$ cat config.mk
export PLATFORM = sky130hd
export DESIGN_NAME = digital_pattern_gen_handler_flat
export DESIGN_NICKNAME = d
export VERILOG_FILES = /design/src/rtl/digital_pattern_gen_handler_pkg.sv /design/src/rtl/digital_pattern_gen_handler_if.sv /design/src/rtl/digital_pattern_gen_handler_pattern_buffer_ram.sv /design/src/rtl/digital_pattern_gen_handler.sv /design/src/flat_wrapper.sv
export SDC_FILE = /design/constraint.sdc
export NUM_CORES = 2
export LEC_CHECK = 0
export ABC_AREA = 1
export ABC_CLOCK_PERIOD_IN_PS = 10200
export BUFFER_PORTS_ARGS = -buffer_cell sky130_fd_sc_hd__buf_4
export CAP_MARGIN = 15
export CORE_MARGIN = 4
export CORE_UTILIZATION = 25
export CTS_CLUSTER_DIAMETER = 120
export DETAILED_ROUTE_END_ITERATION = 6
export PLACE_DENSITY = 0.42
export SLEW_MARGIN = 20
export SYNTH_ARGS = -nofsm -noshare
export SYNTH_HDL_FRONTEND = slang
export SYNTH_HIERARCHICAL = 1
export SYNTH_SLANG_ARGS = --single-unit
export TNS_END_PERCENT = 5
$ cat constraint.sdc
create_clock -name clk -period 10.2 [get_ports clk]
set_input_delay 1.02 -clock clk [delete_from_list [all_inputs] [get_ports clk]]
set_output_delay 1.02 -clock clk [all_outputs]
set_load 0.01 [all_outputs]
$ cat src/rtl/digital_pattern_gen_handler_pkg.sv
// Shared command codes, FSM state encoding and divider helpers for the
// command-bus handlers (capture and pattern generator).
package digital_pattern_gen_handler_pkg;

  localparam logic [7:0] CMD_CAP_START = 8'h0B;
  localparam logic [7:0] CMD_CAP_STOP  = 8'h0C;
  localparam logic [7:0] CMD_GEN_START = 8'h0D;
  localparam logic [7:0] CMD_GEN_STOP  = 8'h0E;

  localparam int DIV_W = 16;

  typedef enum logic [1:0] {
    ST_IDLE = 2'd0,
    ST_LOAD = 2'd1,
    ST_RUN  = 2'd2
  } gen_state_t;

  // A programmed divider of zero behaves like one: a new byte every clock.
  function automatic logic [DIV_W-1:0] eff_divider(input logic [DIV_W-1:0] div);
    return (div == '0) ? DIV_W'(1) : div;
  endfunction

endpackage

$ cat src/rtl/digital_pattern_gen_handler_if.sv
// Shared command bus seen by every handler.
// Handshake: no backpressure. cmd_start and cmd_done are single-cycle pulses;
// cmd_type is valid with cmd_start; each cycle with cmd_data_valid=1 carries
// exactly one payload byte on cmd_data, and a slave must accept it that cycle.
interface digital_pattern_gen_handler_if;
  logic       cmd_start;
  logic [7:0] cmd_type;
  logic [7:0] cmd_data;
  logic       cmd_data_valid;
  logic       cmd_done;

  modport master (
    output cmd_start, cmd_type, cmd_data, cmd_data_valid, cmd_done
  );

  modport slave (
    input cmd_start, cmd_type, cmd_data, cmd_data_valid, cmd_done
  );
endinterface

$ cat src/rtl/digital_pattern_gen_handler_pattern_buffer_ram.sv
// Single-port pattern store: synchronous write, registered read, no reset
// (contents survive reset by design).
module pattern_buffer_ram #(
  parameter int DEPTH = 256,
  parameter int AW    = $clog2(DEPTH)
) (
  input  logic          i_clk,
  input  logic          i_we,
  input  logic [AW-1:0] i_addr,
  input  logic [7:0]    i_wdata,
  output logic [7:0]    o_rdata
);

  logic [7:0] r_mem [DEPTH];
  logic [7:0] r_rdata;

  always_ff @(posedge i_clk) begin
    if (i_we) begin
      r_mem[i_addr] <= i_wdata;
    end
    r_rdata <= r_mem[i_addr];
  end

  assign o_rdata = r_rdata;

endmodule

$ cat src/rtl/digital_pattern_gen_handler.sv
// Pattern generator: loads divider + byte pattern from the command bus, then
// replays the pattern on dc_signal_out, one byte per divider period, forever.
module digital_pattern_gen_handler
  import digital_pattern_gen_handler_pkg::*;
#(
  parameter int         DEPTH          = 256,
  parameter logic [7:0] CMD_START_CODE = CMD_GEN_START,
  parameter logic [7:0] CMD_STOP_CODE  = CMD_GEN_STOP,
  parameter logic [7:0] IDLE_LEVEL     = 8'h00
) (
  input  logic                          clk,
  input  logic                          rst_n,
  digital_pattern_gen_handler_if.slave  cmd,
  output logic [7:0]                    dc_signal_out,
  output logic                          running,
  output logic                          sample_tick,
  output logic                          wrap_pulse,
  output logic                          load_error,
  output gen_state_t                    dbg_state
);

  localparam int IDX_W = $clog2(DEPTH);
  localparam int LEN_W = $clog2(DEPTH + 1);
  localparam int CNT_W = $clog2(DEPTH + 3);

  gen_state_t       r_state, w_state_nxt;
  logic [CNT_W-1:0] r_cnt;
  logic [DIV_W-1:0] r_div;
  logic [LEN_W-1:0] r_len, w_len_nxt;
  logic [IDX_W-1:0] r_idx, w_idx_nxt;
  logic [DIV_W-1:0] r_presc, w_presc_nxt;
  logic             r_first, w_first_nxt;
  logic [7:0]       r_head;
  logic [7:0]       r_dout, w_dout_nxt;
  logic             r_running, w_running_nxt;
  logic             r_tick, w_tick_nxt;
  logic             r_wrap, w_wrap_nxt;
  logic             r_err, w_err_nxt;

  logic             w_start_gen, w_stop_gen, w_byte, w_pat_byte, w_overflow;
  logic             w_frame_end, w_frame_ok, w_expire, w_last;
  logic [CNT_W-1:0] w_cnt_nxt;
  logic [DIV_W-1:0] w_eff_div;
  logic [IDX_W-1:0] w_wr_addr, w_ram_addr;
  logic [7:0]       w_rdata;

  function automatic logic [IDX_W-1:0] idx_after(input logic [IDX_W-1:0] i,
                                                 input logic [LEN_W-1:0] len);
    return (LEN_W'(i) == len - LEN_W'(1)) ? '0 : i + IDX_W'(1);
  endfunction

  assign w_start_gen = cmd.cmd_start && (cmd.cmd_type == CMD_START_CODE);
  assign w_stop_gen  = cmd.cmd_start && (cmd.cmd_type == CMD_STOP_CODE);
  assign w_byte      = (r_state == ST_LOAD) && cmd.cmd_data_valid && !cmd.cmd_start;
  assign w_pat_byte  = w_byte && (r_cnt >= CNT_W'(2)) && (r_cnt < CNT_W'(DEPTH + 2));
  assign w_overflow  = w_byte && (r_cnt == CNT_W'(DEPTH + 2));
  assign w_cnt_nxt   = r_cnt + CNT_W'(w_byte && !w_overflow);
  assign w_frame_end = (r_state == ST_LOAD) && cmd.cmd_done && !cmd.cmd_start;
  assign w_frame_ok  = (w_cnt_nxt >= CNT_W'(3));
  assign w_eff_div   = eff_divider(r_div);
  assign w_expire    = (r_state == ST_RUN) && !r_first && (r_presc == w_eff_div - DIV_W'(1));
  assign w_last      = (LEN_W'(r_idx) == r_len - LEN_W'(1));
  assign w_wr_addr   = IDX_W'(r_cnt - CNT_W'(2));

  // Index 0 always comes from r_head, so the RAM only has to supply the byte
  // after the one about to be driven; addressing from w_idx_nxt keeps that
  // prefetch one index ahead even when a new byte goes out every clock.
  assign w_ram_addr = (r_state == ST_LOAD) ? w_wr_addr : idx_after(w_idx_nxt, r_len);

  pattern_buffer_ram #(.DEPTH(DEPTH), .AW(IDX_W)) u_ram (
    .i_clk   (clk),
    .i_we    (w_pat_byte),
    .i_addr  (w_ram_addr),
    .i_wdata (cmd.cmd_data),
    .o_rdata (w_rdata)
  );

  always_ff @(posedge clk or negedge rst_n) begin
    if (!rst_n) r_state <= ST_IDLE;
    else        r_state <= w_state_nxt;
  end

  always_comb begin
    w_state_nxt = r_state;
    if (w_start_gen)                            w_state_nxt = ST_LOAD;
    else if (w_stop_gen && r_state != ST_IDLE)  w_state_nxt = ST_IDLE;
    else if (w_frame_end)                       w_state_nxt = w_frame_ok ? ST_RUN : ST_IDLE;
  end

  always_comb begin
    w_dout_nxt    = r_dout;
    w_tick_nxt    = 1'b0;
    w_wrap_nxt    = 1'b0;
    w_err_nxt     = r_err;
    w_idx_nxt     = r_idx;
    w_presc_nxt   = r_presc;
    w_first_nxt   = r_first;
    w_len_nxt     = r_len;
    w_running_nxt = (w_state_nxt == ST_RUN);
    if (w_start_gen) begin
      w_dout_nxt = IDLE_LEVEL;
      w_err_nxt  = 1'b0;
    end else begin
      if (w_overflow || (w_frame_end && !w_frame_ok)) w_err_nxt = 1'b1;
      if (w_state_nxt == ST_IDLE) begin
        w_dout_nxt = IDLE_LEVEL;
      end else if (r_state == ST_LOAD && w_state_nxt == ST_RUN) begin
        // One priming cycle follows so the RAM can fetch index 1.
        w_first_nxt = 1'b1;
        w_idx_nxt   = '0;
        w_presc_nxt = '0;
        w_len_nxt   = LEN_W'(w_cnt_nxt - CNT_W'(2));
      end else if (r_state == ST_RUN) begin
        if (r_first) begin
          w_first_nxt = 1'b0;
          w_dout_nxt  = r_head;
          w_tick_nxt  = 1'b1;
          w_idx_nxt   = '0;
          w_presc_nxt = '0;
        end else if (w_expire) begin
          w_presc_nxt = '0;
          w_tick_nxt  = 1'b1;
          if (w_last) begin
            w_idx_nxt  = '0;
            w_dout_nxt = r_head;
            w_wrap_nxt = 1'b1;
          end else begin
            w_idx_nxt  = r_idx + IDX_W'(1);
            w_dout_nxt = w_rdata;
          end
        end else begin
          w_presc_nxt = r_presc + DIV_W'(1);
        end
      end
    end
  end

  always_ff @(posedge clk or negedge rst_n) begin
    if (!rst_n) begin
      r_cnt     <= '0;
      r_div     <= '0;
      r_len     <= '0;
      r_idx     <= '0;
      r_presc   <= '0;
      r_first   <= 1'b0;
      r_head    <= '0;
      r_dout    <= IDLE_LEVEL;
      r_running <= 1'b0;
      r_tick    <= 1'b0;
      r_wrap    <= 1'b0;
      r_err     <= 1'b0;
    end else begin
      if (w_start_gen) r_cnt <= '0;
      else             r_cnt <= w_cnt_nxt;
      if (w_byte && r_cnt == CNT_W'(0)) r_div[15:8] <= cmd.cmd_data;
      if (w_byte && r_cnt == CNT_W'(1)) r_div[7:0]  <= cmd.cmd_data;
      if (w_pat_byte && r_cnt == CNT_W'(2)) r_head  <= cmd.cmd_data;
      r_len     <= w_len_nxt;
      r_idx     <= w_idx_nxt;
      r_presc   <= w_presc_nxt;
      r_first   <= w_first_nxt;
      r_dout    <= w_dout_nxt;
      r_running <= w_running_nxt;
      r_tick    <= w_tick_nxt;
      r_wrap    <= w_wrap_nxt;
      r_err     <= w_err_nxt;
    end
  end

  assign dc_signal_out = r_dout;
  assign running       = r_running;
  assign sample_tick   = r_tick;
  assign wrap_pulse    = r_wrap;
  assign load_error    = r_err;
  assign dbg_state     = r_state;

endmodule
$ cat src/flat_wrapper.sv
// flat-port wrapper written by rule: the top's interface ports become plain ports
module digital_pattern_gen_handler_flat import digital_pattern_gen_handler_pkg::*;
#(
  parameter int         DEPTH          = 256,
  parameter logic [7:0] CMD_START_CODE = CMD_GEN_START,
  parameter logic [7:0] CMD_STOP_CODE  = CMD_GEN_STOP,
  parameter logic [7:0] IDLE_LEVEL     = 8'h00
)
  (clk, rst_n, dc_signal_out, running, sample_tick, wrap_pulse, load_error, dbg_state, cmd_cmd_start, cmd_cmd_type, cmd_cmd_data, cmd_cmd_data_valid, cmd_cmd_done);
  digital_pattern_gen_handler_if cmd_i ();
  input  logic clk;
  input  logic rst_n;
  output logic [7:0] dc_signal_out;
  output logic running;
  output logic sample_tick;
  output logic wrap_pulse;
  output logic load_error;
  output gen_state_t dbg_state;
  input wire logic [$bits(cmd_i.cmd_start)-1:0] cmd_cmd_start;
  input wire logic [$bits(cmd_i.cmd_type)-1:0] cmd_cmd_type;
  input wire logic [$bits(cmd_i.cmd_data)-1:0] cmd_cmd_data;
  input wire logic [$bits(cmd_i.cmd_data_valid)-1:0] cmd_cmd_data_valid;
  input wire logic [$bits(cmd_i.cmd_done)-1:0] cmd_cmd_done;
  assign cmd_i.cmd_start = cmd_cmd_start;
  assign cmd_i.cmd_type = cmd_cmd_type;
  assign cmd_i.cmd_data = cmd_cmd_data;
  assign cmd_i.cmd_data_valid = cmd_cmd_data_valid;
  assign cmd_i.cmd_done = cmd_cmd_done;
  digital_pattern_gen_handler #(.DEPTH(DEPTH), .CMD_START_CODE(CMD_START_CODE), .CMD_STOP_CODE(CMD_STOP_CODE), .IDLE_LEVEL(IDLE_LEVEL)) u_core (.clk(clk), .rst_n(rst_n), .cmd(cmd_i), .dc_signal_out(dc_signal_out), .running(running), .sample_tick(sample_tick), .wrap_pulse(wrap_pulse), .load_error(load_error), .dbg_state(dbg_state));
endmodule
==> results.toml <==
[worst_setup_path]
timing.critical_path.from_type = "register"
timing.critical_path.mode_cell = "nand2_1"
cp.required_ps = 11010
crit_slowest_cell = "buf_4"
cpPeakStageDelay_ps = 660
type_of_the_setup_path_with_the_least_slack = "reg -> reg"
crit_start = "u_core/dbg_state[1]$_DFF_PN0_"
worstReg2RegStart = "u_core/dbg_state[1]$_DFF_PN0_"
critPathCaptureType = "register"
crit_fanout = 62
cp_num_buf_inv = 7
critical_path.top_delay_family = "simple AND/OR/NAND/NOR gates"
worstPathArrival_ps = 9390

[finish]
number_of_filler_cells_placed_in_the_layout = 37583
fin_util = 0.2873
final_layout_size_suffix_gt1_frac = 0.06079
instances_no_fill = 13878
design_area_um2 = 104100
synthToLayoutAreaGrowth_pct = 14.46
layout.nets = 8922

[floorplan]
die_height_um = 611.3
initial_core_utilization = 0.2510
fp.dieW_um = 611.3
io_pins = 35
die_area_um2 = 373700
core_um2 = 362500
std_cell_rows = 221

[global_routing]
grt_start_max_net_pins = 159
grt_use_total = 0.1503
antenna_found_initial = 12
vias_in_the_first_global_route = 60781
grt_overflow = 0
grt_pass1_wl_um = 422100

[clock_network]
htreeDepth = 4
max-clock-path-buffers = 4
cts_root_buf = "clkbuf_16"
clock_tree_sinks = 2137
post_cts_resize_count = 0
tritoncts.num_buffers = 237
tritoncts = "done"
worstSkewPairLatency_ps = 890
clkTransAtPathRegs_ps = 60

[worst_hold_path]
min_path_type = "reg -> reg"
hold_start = "u_core/r_head[0]$_DFFE_PN0P_"

[route]
wl_per_cell_um = 20.85
detailedRoute.firstIterationViolations = 4710
detail_route.vias_per_cell = 4.431
route.vias.total = 61487
ant_nets = 0
postRouteWirelength_um = 289400
detailedRoute.firstPassIterationCount = 6
drc = 0

[placement]
place.port_buffers = 34
place_ws_ps = 1669
dpl_cell_area_um2 = 96570
placedCellCount = 13443
dpl.hpwl_um = 171500
gp_congestion = 0.8136

[timing]
final.setup.tns_ps = 0
timing.final.hold_violations = 0
unrepaired_setup_endpoints_after_global_routing = "no"
setup-violations-final = 0
final_worst_clock_skew_ps = 51.10
fin_hold_ws_ps = 496.3
max_clock_freq_mhz = 116.5
slew_violations = 0
timing.final.crit_period_ps = 8584
postLayoutSetupSlackWorst_ps = 1616
finalCritPeriodShare = 0.8416
maxSlewHeadroom = 0.2506
worst_pin_slew_ps = 1120

[power]
static-leakage-power_nw = 40.64
p_per_area_nw_per_um2 = 354.6
max-vdd-ir-drop_v = 0.0004914
total_power_draw_mw = 36.93

[logic_synthesis]
netlist_instances = 8933
syn_area_per_cell_um2 = 10.19
ys.warnings.count = 6
post_synth_most_frequent_cells = "5020 x nand2_1, 2048 x edfxtp_1, 453 x nor2_1, 265 x nand3_1, 184 x buf_2"
ys_seq_area_frac = 0.7000
post-synth-top-area-cell = "edfxtp_1"
netlist_area_um2 = 90980
synth_async_sr_flop_share = 0.03790
synth_top_area_share = 0.6759
synth_enable_flop_cells = 2048
post-synth-top-count-cell = "nand2_1"
ys_top_cells_by_area = "edfxtp_1 68%, nand2_1 21%, dfrtp_1 2.2%, nor2_1 1.9%, nand3_1 1.5%"
syn-num-nets = 8966
synth.lib_cells_used.distinct = 47
ys_ff_latch = 2137
ys.flop_type = "edfxtp_1"

[flow_run]
max_cap_viol_count = 0

[outcome]
status = "finished clean"
sequential cells by signal, indices dropped and copies added (netlist names):
| name | flops |
|---|---|
| u_core/dbg_state | 2 |
| u_core/dc_signal_out | 8 |
| u_core/load_error | 1 |
| u_core/r_cnt | 9 |
| u_core/r_div | 16 |
| u_core/r_first | 1 |
| u_core/r_head | 8 |
| u_core/r_idx | 8 |
| u_core/r_len | 9 |
| u_core/r_presc | 16 |
| u_core/running | 1 |
| u_core/sample_tick | 1 |
| u_core/u_ram/o_rdata | 8 |
| u_core/u_ram/r_mem | 2048 |
| u_core/wrap_pulse | 1 |
cell type report:
| type | instances | area, um2 | area share |
|---|---|---|---|
| well taps | 4794 | 5998 | 0.05760 |
| multi-input cells | 6189 | 24780 | 0.2379 |
| diodes | 3 | 7.507 | 0.00007208 |
| flip-flops and latches | 2137 | 63690 | 0.6115 |
| clock buffers | 297 | 6260 | 0.06011 |
| repair buffers | 145 | 1414 | 0.01358 |
| clock inverters | 134 | 1296 | 0.01245 |
| inverters | 179 | 705.7 | 0.006776 |
layout by cell type (no fill, tap or decap), types with 4 or more instances in the layout:
cell,Yosys,layout
a21oi_1,44,44
nand3_1,265,265
inv_2,9,8
o21ai_1,120,120
nor2_1,453,447
nand4_1,35,35
o21ai_0,105,105
buf_8,0,8
nand3_2,8,8
or2_2,4,4
nor2_4,7,12
dfxtp_1,8,8
bufinv_16,0,24
nand2_1,5020,5014
inv_1,165,162
edfxtp_1,2048,2048
nor2_2,10,11
clkinv_2,0,39
mux2i_1,8,8
nand2_2,13,17
buf_4,7,115
xor2_1,29,29
inv_6,0,4
xnor2_1,8,8
clkinv_1,3,54
clkbuf_8,0,4
clkinv_4,0,4
buf_12,0,21
clkbuf_1,177,53
clkinvlp_4,0,11
ha_1,12,12
o22ai_1,4,4
nor4_1,4,4
nor3_1,16,16
nand2_4,7,9
dfrtp_1,81,81
clkbuf_16,0,240
worst paths after layout:
| path | slack (ps) | endpoint | cells past startpoint |
|---|---|---|---|
| worst min-delay path | 500 | u_core/r_head[0]$_DFFE_PN0P_ | 2 |
| min in group asynchronous | 580 | u_core/r_presc[5]$_DFFE_PN0P_ | 2 |
| max in group asynchronous | 8470 | u_core/r_len[4]$_DFFE_PN0P_ | 3 |
| worst max register to register | 1620 | u_core/u_ram/o_rdata[1]$_DFF_P_ | 42 |
| worst max-delay path | 1620 | u_core/u_ram/o_rdata[1]$_DFF_P_ | 42 |
| worst min register to register | 500 | u_core/r_head[0]$_DFFE_PN0P_ | 2 |
repair_timing:
action                     in CTS  in global routing
setup endpoints to repair       0                  0
buffers inserted                0                  0
hold buffers                    1                  0
hold endpoints to repair       24                  0
per-layer routing:
metal	up-vias	share of wire	global-route usage
met5	-	0	0
met4	0	0.023	0.03487
met3	370	0.051	0.02214
met2	1405	0.47	0.2510
met1	30503	0.45	0.2057
li1	29209	-	-
power breakdown:
group | switching, mW | internal, mW | total, mW
Sequential | 0.124 | 9.71 | 9.84
Clock | 3.54 | 4.92 | 8.46
Combinational | 14.0 | 4.62 | 18.6
Total | 17.7 | 19.3 | 36.9
worst register-to-register path: cells and delay by family, from the launching register on:
kind / cells / cell delay [ps]
AND/OR/NAND/NOR: 29 / 4270
buffers and inverters: 7 / 2730
adder cells (fa/ha/maj): 3 / 580
flip-flops: 1 / 430
AO/OA/AOI/OAI: 2 / 310
XOR/XNOR: 1 / 220
cell families (layout without fill, tap and decap cells):
logic type	after synthesis	in the layout	share of synthesized area
multiplexers	8	8	0.0008801
AO/OA/AOI/OAI	278	278	0.01547
XOR/XNOR	38	38	0.003809
AND/OR/NAND/NOR	5853	5853	0.2496
adder cells (fa/ha/maj)	12	12	0.001650
buffers and inverters	607	755	0.02858
flip-flops	2137	2137	0.7000
other	0	3	0
No activity file was read; power rests on OpenSTA's default activity.
